==> src/rtl/word_serializer.sv <==
// word_serializer: buffers masked bus entries in a small FIFO and emits them one word per cycle, MSW first
module word_serializer #(
    parameter int BUS_SIZE   = 16,
    parameter int WORD_SIZE  = 4,
    parameter int WORD_NUM   = BUS_SIZE / WORD_SIZE,
    parameter int FIFO_DEPTH = 4
) (
    input  logic                 clk,
    input  logic                 reset,
    input  logic [BUS_SIZE-1:0]  data_in,
    input  logic [WORD_NUM-1:0]  ctrl_in,
    input  logic                 err_in,
    output logic [WORD_SIZE-1:0] word_out,
    output logic                 valid_out,
    output logic                 sop_out,
    output logic                 eop_out,
    output logic [2:0]           fifo_count,
    output logic                 overflow,
    output logic                 err_out,
    output logic [1:0]           estado
);
    localparam int PW = FIFO_DEPTH > 1 ? $clog2(FIFO_DEPTH) : 1;
    localparam int SW = WORD_NUM > 1 ? $clog2(WORD_NUM) : 1;
    localparam logic [PW-1:0] PTR_LAST  = PW'(FIFO_DEPTH - 1);
    localparam logic [SW-1:0] POS_FIRST = SW'(WORD_NUM - 1);

    typedef enum logic [1:0] {
        IDLE  = 2'b00,
        SHIFT = 2'b01,
        ERROR = 2'b10
    } state_t;

    state_t               state_q, state_d;
    logic [BUS_SIZE-1:0]  fifo_data [FIFO_DEPTH];
    logic [WORD_NUM-1:0]  fifo_mask [FIFO_DEPTH];
    logic [PW-1:0]        wr_ptr_q, wr_ptr_d;
    logic [PW-1:0]        rd_ptr_q, rd_ptr_d;
    logic [2:0]           count_q, count_d;
    logic [BUS_SIZE-1:0]  sh_data_q, sh_data_d;
    logic [WORD_NUM-1:0]  sh_mask_q, sh_mask_d;
    logic [SW-1:0]        pos_q, pos_d;
    logic [WORD_SIZE-1:0] word_q, word_d;
    logic                 valid_q, valid_d;
    logic                 sop_q, sop_d;
    logic                 eop_q, eop_d;
    logic                 ovf_q, ovf_d;
    logic                 err_out_q;
    logic                 fifo_empty, fifo_full, last_pos, push_req, push, pop, shifting;

    // FIFO bookkeeping, shifter sequencing and the next value of every registered output
    always_comb begin
        fifo_empty = count_q == 3'd0;
        fifo_full  = count_q == 3'(FIFO_DEPTH);
        last_pos   = state_q == SHIFT && pos_q == '0;
        push_req   = !err_in && ctrl_in != '0;
        pop        = !err_in && !fifo_empty && (state_q != SHIFT || last_pos);
        push       = push_req && (!fifo_full || pop);
        wr_ptr_d   = err_in ? '0 : push ? (wr_ptr_q == PTR_LAST ? '0 : wr_ptr_q + 1'b1) : wr_ptr_q;
        rd_ptr_d   = err_in ? '0 : pop ? (rd_ptr_q == PTR_LAST ? '0 : rd_ptr_q + 1'b1) : rd_ptr_q;
        count_d    = err_in ? 3'd0 : count_q + {2'b00, push} - {2'b00, pop};
        ovf_d      = ovf_q | (push_req && !push);
        state_d    = err_in ? ERROR : pop ? SHIFT : (state_q == SHIFT && !last_pos) ? SHIFT : IDLE;
        sh_data_d  = err_in ? '0 : pop ? fifo_data[rd_ptr_q] : sh_data_q;
        sh_mask_d  = err_in ? '0 : pop ? fifo_mask[rd_ptr_q] : sh_mask_q;
        pos_d      = pop ? POS_FIRST : (state_q == SHIFT && !last_pos) ? pos_q - 1'b1 : '0;
        shifting   = state_d == SHIFT;
        word_d     = shifting ? sh_data_d[pos_d*WORD_SIZE +: WORD_SIZE] : '0;
        valid_d    = shifting && sh_mask_d[pos_d];
        sop_d      = shifting && pos_d == POS_FIRST;
        eop_d      = shifting && pos_d == '0;
    end

    // FIFO storage needs no reset: occupancy is tracked by the pointers and count
    always_ff @(posedge clk) begin
        if (push) begin
            fifo_data[wr_ptr_q] <= data_in;
            fifo_mask[wr_ptr_q] <= ctrl_in;
        end
    end

    // State, pointers, shifter and output registers
    always_ff @(posedge clk or negedge reset) begin
        if (!reset) begin
            state_q   <= IDLE;
            wr_ptr_q  <= '0;
            rd_ptr_q  <= '0;
            count_q   <= '0;
            sh_data_q <= '0;
            sh_mask_q <= '0;
            pos_q     <= '0;
            word_q    <= '0;
            valid_q   <= 1'b0;
            sop_q     <= 1'b0;
            eop_q     <= 1'b0;
            ovf_q     <= 1'b0;
            err_out_q <= 1'b0;
        end else begin
            state_q   <= state_d;
            wr_ptr_q  <= wr_ptr_d;
            rd_ptr_q  <= rd_ptr_d;
            count_q   <= count_d;
            sh_data_q <= sh_data_d;
            sh_mask_q <= sh_mask_d;
            pos_q     <= pos_d;
            word_q    <= word_d;
            valid_q   <= valid_d;
            sop_q     <= sop_d;
            eop_q     <= eop_d;
            ovf_q     <= ovf_d;
            err_out_q <= err_in;
        end
    end

    assign word_out   = word_q;
    assign valid_out  = valid_q;
    assign sop_out    = sop_q;
    assign eop_out    = eop_q;
    assign fifo_count = count_q;
    assign overflow   = ovf_q;
    assign err_out    = err_out_q;
    assign estado     = state_q;
endmodule

==> config.mk <==
export PLATFORM = sky130hd
export DESIGN_NAME = word_serializer
export DESIGN_NICKNAME = d
export VERILOG_FILES = /design/src/rtl/word_serializer.sv
export SDC_FILE = /design/constraint.sdc
export NUM_CORES = 1
export LEC_CHECK = 0
export CAP_MARGIN = 10
export CORE_ASPECT_RATIO = 1.4
export CORE_MARGIN = 3
export CORE_UTILIZATION = 40
export CTS_CLUSTER_SIZE = 24
export DETAILED_ROUTE_END_ITERATION = 8
export DONT_BUFFER_PORTS = 1
export GPL_ROUTABILITY_DRIVEN = 0
export GPL_TIMING_DRIVEN = 0
export SLEW_MARGIN = 20
export SYNTH_ARGS = -nofsm -noshare
export SYNTH_HDL_FRONTEND = slang
export SYNTH_SLANG_ARGS = --single-unit
export TNS_END_PERCENT = 30
==> constraint.sdc <==
create_clock -name clk -period 2.85 [get_ports clk]
set_input_delay 0.855 -clock clk [delete_from_list [all_inputs] [get_ports clk]]
set_output_delay 0.855 -clock clk [all_outputs]
set_load 0.02 [all_outputs]
=== Yosys cells after proc, flatten, opt, wreduce, memory -nomap -nowiden ===
Memories as Yosys holds them, arrays and structs flattened.
Index checks and enable logic that the tools add are counted.

* Register bits: 40
* Memory bits (writable): 80
* Bits of input ports: 23
* Output and inout bits: 14
* Word-level logic and storage cells: 74
* Memories kept: 2

* Add/sub/neg operators: 5
* Magnitude comparators: 1
* Eq/ne operators: 7
* Shift operators: 1
* Multiplexer cells: 21
* Bitwise operators: 1
* Reduce and logical (&&, ||, !) cells: 23

{| class="wikitable"
|+ Memory list
! name !! depth !! width !! rd ports !! clocked after memory_dff !! wr ports !! line !! source
|-
| fifo_data || 4 || 16 || 1 || 0 || 1 || 34 || <nowiki>logic [BUS_SIZE-1:0] fifo_data [FIFO_DEPTH];</nowiki>
|-
| fifo_mask || 4 || 4 || 1 || 0 || 1 || 35 || <nowiki>logic [WORD_NUM-1:0] fifo_mask [FIFO_DEPTH];</nowiki>
|}

{| class="wikitable"
|+ Operators by type and width
! kind !! count
|-
| 16-bit two-way mux || 2
|-
| 2-bit two-way mux || 9
|-
| 16-bit by 5-bit variable part select with 4-bit output || 1
|-
| 4-bit two-way mux || 3
|-
| 1-bit logical AND || 10
|-
| 2-bit equality test, second input constant || 3
|-
| 1-bit zero test || 5
|-
| 1-bit two-way mux || 5
|-
| 2-bit by 1-bit adder with 2-bit output, second input constant || 2
|-
| 2-bit by 1-bit equality test with 1-bit output, second input constant || 2
|-
| 2-bit zero test || 2
|-
| 2-bit nonzero test || 2
|-
| 4-bit nonzero test || 1
|-
| 3-bit by 1-bit adder with 3-bit output || 1
|-
| 3-bit equality test, second input constant || 1
|-
| 3-bit zero test || 1
|-
| 2-bit by 3-bit less-than comparator with 1-bit output, second input constant || 1
|-
| 3-bit two-way mux || 1
|-
| 3-bit by 1-bit subtractor with 3-bit output || 1
|-
| 1-bit binary-select mux with 2-bit select || 1
|-
| 1-bit logical OR || 2
|-
| 2-bit by 1-bit inequality test with 1-bit output, second input constant || 1
|-
| 2-bit by 1-bit subtractor with 2-bit output, second input constant || 1
|-
| 1-bit OR || 1
|}

=== Logic depth before layout (Yosys ltp) ===
* Depth after elaboration: 9
* Depth in mapped cells: 16
* Gate-level depth less buffers: 13

=== Worst setup path before layout ===
No wires, ideal clock.

* Path type: reg2reg
* From: register pos_q[0]
* To: register count_q[2] (netlist: fifo_count[2])
* Library setup time: 133 ps
* Arrival time: 2948 ps
* Data required time: 2717 ps
* Setup slack: -231 ps
* Stages on the path, launching flop included: 17
* Buffers on the path: 3
* Clock period less this slack: 3081 ps
* Cell sequence: dfrtp_1 clkbuf_1 inv_1 ha_1 nor3b_2 or3_4 inv_4 buf_8 buf_4 ha_1 inv_1 ha_1 inv_1 fa_1 xor2_1 xnor2_1 nor2_1

* Word-level cells in the longest chain between the ends: 9

{| class="wikitable"
|+ Ends and longest elaborated chain
! item !! line !! source
|-
| start, declared || 41 || <nowiki>logic [SW-1:0] pos_q, pos_d;</nowiki>
|-
| start signal, assigned || 104 || <nowiki>pos_q <= pos_d;</nowiki>
|-
| 2-bit zero test (*) || 54 || <nowiki>last_pos = state_q == SHIFT && pos_q == '0;</nowiki>
|-
| 1-bit logical AND (*) || 54 ||
|-
| 1-bit logical OR (*) || 56 || <nowiki>pop = !err_in && !fifo_empty && (state_q != SHIFT || last_pos);</nowiki>
|-
| 1-bit logical AND (*) || 56 ||
|-
| 1-bit logical OR || 57 || <nowiki>push = push_req && (!fifo_full || pop);</nowiki>
|-
| 1-bit logical AND || 57 ||
|-
| 3-bit by 1-bit adder with 3-bit output || 60 || <nowiki>count_d = err_in ? 3'd0 : count_q + {2'b00, push} - {2'b00, pop};</nowiki>
|-
| 3-bit by 1-bit subtractor with 3-bit output (*) || 60 ||
|-
| 3-bit two-way mux (*) || 60 ||
|-
| net count_d[2] || 38 || <nowiki>logic [2:0] count_q, count_d;</nowiki>
|-
| end signal, assigned || 101 || <nowiki>count_q <= count_d;</nowiki>
|-
| end, declared || 38 ||
|}

Mark *: on every way through the listed nets, which the timed path passes. The rest lies on a longest branch.
A chain may end at the register's enable or synchronous reset.

=== Worst setup path after layout ===
* From: input ctrl_in[1]
* To: register count_q[2] (netlist: fifo_count[2])

* Word-level cells in the longest chain between the ends: 6

{| class="wikitable"
|+ Ends and longest elaborated chain
! item !! line !! source
|-
| start, declared || 11 || <nowiki>input logic [WORD_NUM-1:0] ctrl_in,</nowiki>
|-
| 4-bit nonzero test || 55 || <nowiki>push_req = !err_in && ctrl_in != '0;</nowiki>
|-
| 1-bit logical AND || 55 ||
|-
| 1-bit logical AND || 57 ||
|-
| 3-bit by 1-bit adder with 3-bit output || 60 ||
|-
| 3-bit by 1-bit subtractor with 3-bit output || 60 ||
|-
| 3-bit two-way mux || 60 ||
|-
| net count_d[2] || 38 ||
|}

The timed path passes the listed nets, and every way through them passes these cells.

==> impl_metrics.csv <==
group,metric,value,unit
floorplan,rows,46,
critical_path,slowest_delay,0.82,ns
finish,drive_gt1_share,23.2,%
route,drtIter0Drc,129,
finish,fill_cells,991,
run_status,status,"finished, final reports clean",
sta,holdWs,0.146,ns
worst_hold_path,hold_class,"input pin to async pin",
route,route.detailed.drc,0,
floorplan,ios,37,
power_and_ir_drop,leakagePower,2.13,nW
sta,fin_skew,0.00524,ns
sta,max_freq,360,MHz
critical_path,cp-end-kind,"flip-flop",
route,routed-via-count,2530,
route,drt-total-wl,8.89,mm
critical_path,worstSetupPathType,"input pin to flip-flop",
critical_path,arrival,3.04,ns
power_and_ir_drop,pwr-share-comb,23.5,%
global_route,overflow,0,
run,maxCapViolCount,0,
synthesis,synth_cells,297,
cts,cts.sinks,119,
power_and_ir_drop,finalPower,5.69,mW
place,hpwlAfterDp,5.77,mm
cts,clk_pin_slew,0.05,ns
power_and_ir_drop,ir_drop,0.000471,V
power_and_ir_drop,power.switching,1.58,mW
power_and_ir_drop,switching_share,27.8,%
cts,hold_buffers,0,
global_route,antenna_found_initial,0,
synthesis,synthTopCellsByArea,"edfxtp_1, dfrtp_1, mux4_2, nand2_1, ha_1",
floorplan,die_h,136,um
finish,n_antenna_cell,0,
cts,clock_latency,0.40,ns
synthesis,avgSynthCellArea,16.2,um2
synthesis,synth_nets,329,
synthesis,ys_ff_latch,119,
route,wl_per_cell,18.5,um
cts,cts_max_level,4,
critical_path,cp_num_buf_inv,3,
global_route,track_usage,14.3,%
sta,finalSetupViolCount,0,
route,vias_per_cell,5.27,
synthesis,synth_top_area_share,50.0,%
cts,cts_tree,"done",
floorplan,core_area,11500,um2
power_and_ir_drop,p_int,4.11,mW
cts,root_buffer,"clkbuf_16",
critical_path,cpMaxStageDelayCell,"nor4_1",
finish,fin_nets,355,
cts,clk_path_buf_depth,2,
synthesis,ys.flop_type,"edfxtp_1",
global_route,grt_pass1_wl,14.2,mm
critical_path,crit_top_cell,"inv_1",
critical_path,crit_fanout,5,
floorplan,dieWidth,98.6,um
finish,multi_input_area,1310,um2
synthesis,synth_area,4800,um2
sta,worst_pin_slew,1.09,ns
finish,seqCellArea,3380,um2
place,io_buffers,0,
finish,layout_common_cells,"edfxtp_1, dfrtp_1, nand2_1",
cts,cts_made_buffers,17,
sta,period_share,97.4,%
sta,tns,0,ns
power_and_ir_drop,power_frac_seq,40.6,%
finish,utilization,49.2,%
critical_path,start_kind,"input pin",
synthesis,yosys_warnings,0,
synthesis,yosysTopAreaCell,"edfxtp_1",
floorplan,floorplan.die_area,13400,um2
global_route,grt_max_degree,40,
synthesis,synth_edf_count,80,
sta,hold_viol,0,
critical_path,path_cells,"nor4_1 -> a211oi_4 -> inv_1 -> ha_1 -> inv_1 -> ha_1 -> inv_1 -> fa_1 -> xor2_1 -> xnor2_1 -> nor2_1",
synthesis,ys_types,43,
floorplan,initial_core_util,41.7,%
finish,layout_commonest_cell,"edfxtp_1",
power_and_ir_drop,pwr-share-clk,35.9,%
power_and_ir_drop,powerDensity,1010,nW/um2
critical_path,path_delay_family,"simple AND/OR/NAND/NOR gates",
synthesis,synthArstFlopShare,32.8,%
synthesis,seq_area_frac_synth,70.3,%
critical_path,crit_required,3.11,ns
global_route,grt_pass1_vias,2666,
sta,slew_viol_final,0,
finish,area_growth,17.8,%
route,antenna_left,0,
route,dr.pass1.iters,4,
sta,period_needed,2.78,ns
sta,slew_headroom,27.7,%
-- registers in the layout, indices dropped and copies added, names as in the netlist --
| signal | cells |
|---|---|
| word_out | 4 |
| overflow | 1 |
| fifo_data | 64 |
| estado | 1 |
| pos_q | 2 |
| err_out | 1 |
| eop_out | 1 |
| fifo_mask | 16 |
| sh_mask_q | 4 |
| wr_ptr_q | 2 |
| sh_data_q | 16 |
| rd_ptr_q | 2 |
| sop_out | 1 |
| valid_out | 1 |
| fifo_count | 3 |
-- power groups by stage --
stage                     combinational, mW  sequential, mW  clock [mW]
final                                  1.34            2.31        2.04
after global routing                   1.49            2.34        2.14
after CTS                              1.34            2.32        2.07
after detailed placement               1.30            2.36           0
after global placement                 1.29            2.35           0
after floorplan                        1.05            2.30           0
-- synthesized netlist by cell type (4+ instances only) --
cell	n
clkbuf_1	5
ha_1	8
nor2_1	9
inv_1	9
nor3_1	4
a21oi_1	8
o31ai_1	5
o21ai_0	6
mux4_2	20
nand2_1	36
dfrtp_1	39
and2_1	9
edfxtp_1	80
buf_4	4
nand3_1	11
buf_2	5
-- metal layers --
metal	wire, um	track usage (%)	vias up
met5	0	0	-
met4	109	6.38	0
met3	500	5.00	10
met2	4750	25.1	66
met1	3540	15.7	1284
li1	-	-	1170
-- cell type report --
class	instances	area share [%]
buffer	15	1.97
sequential	119	59.7
inverter	10	0.752
clock inverter	13	2.41
clock buffer	19	7.65
tap	144	3.18
multi-input combinational	152	23.1
timing repair buffer	8	1.19
-- kinds of logic after synthesis --
| kind of cell | count (synthesis) | share of synthesized area, % |
|---|---|---|
| flip-flops | 119 | 70.3 |
| XOR/XNOR | 2 | 0.365 |
| multiplexers | 24 | 10.3 |
| buffers and inverters | 26 | 3.00 |
| AND/OR/NAND/NOR | 81 | 8.31 |
| AO/OA/AOI/OAI | 36 | 5.21 |
| adder cells (fa/ha/maj) | 9 | 2.50 |
-- final timing paths --
path	end	slack, ns	depth (start not counted)	start
setup / recovery	fifo_count[2]$_DFF_PN0_	0.07	11	ctrl_in[1]
max in group asynchronous	sh_data_q[10]$_DFF_PN0_	2.62	0	reset
setup reg to reg	fifo_count[2]$_DFF_PN0_	0.14	15	pos_q[0]$_DFF_PN0_
hold reg to reg	sh_data_q[15]$_DFF_PN0_	0.49	1	sh_data_q[15]$_DFF_PN0_
min in group clk	err_out$_DFF_PN0_	0.48	0	err_in
hold / removal	fifo_count[2]$_DFF_PN0_	0.15	0	reset
-- timing repair --
item / in CTS / in global routing
setup endpoints to repair: 2 / 1
resized for setup: 3 / 1
pin swaps: 2 / 2
setup buffers: 6 / 1
-- metrics by stage --
step | worst slack (ns) | std cells | area [um2]
finish | 0.0733 | 480 | 5660
global route | -0.000460 | 480 | 5660
CTS | 0.0736 | 478 | 5630
detailed placement | -0.335 | 441 | 5010
global placement | -0.285 | 441 | 5010
floorplan | 0.00625 | 297 | 4830
-- worst reg2reg max path, cell delays in order, from the launching register on --
cell,delay (ns)
dfrtp_1,0.38
clkbuf_8,0.17
inv_4,0.07
ha_4,0.15
nor3b_4,0.05
or3_4,0.40
inv_4,0.09
buf_12,0.10
ha_1,0.22
inv_1,0.05
ha_1,0.13
inv_1,0.05
fa_1,0.37
xor2_1,0.16
xnor2_1,0.15
nor2_1,0.05
No activity file was read; power rests on OpenSTA's default activity.
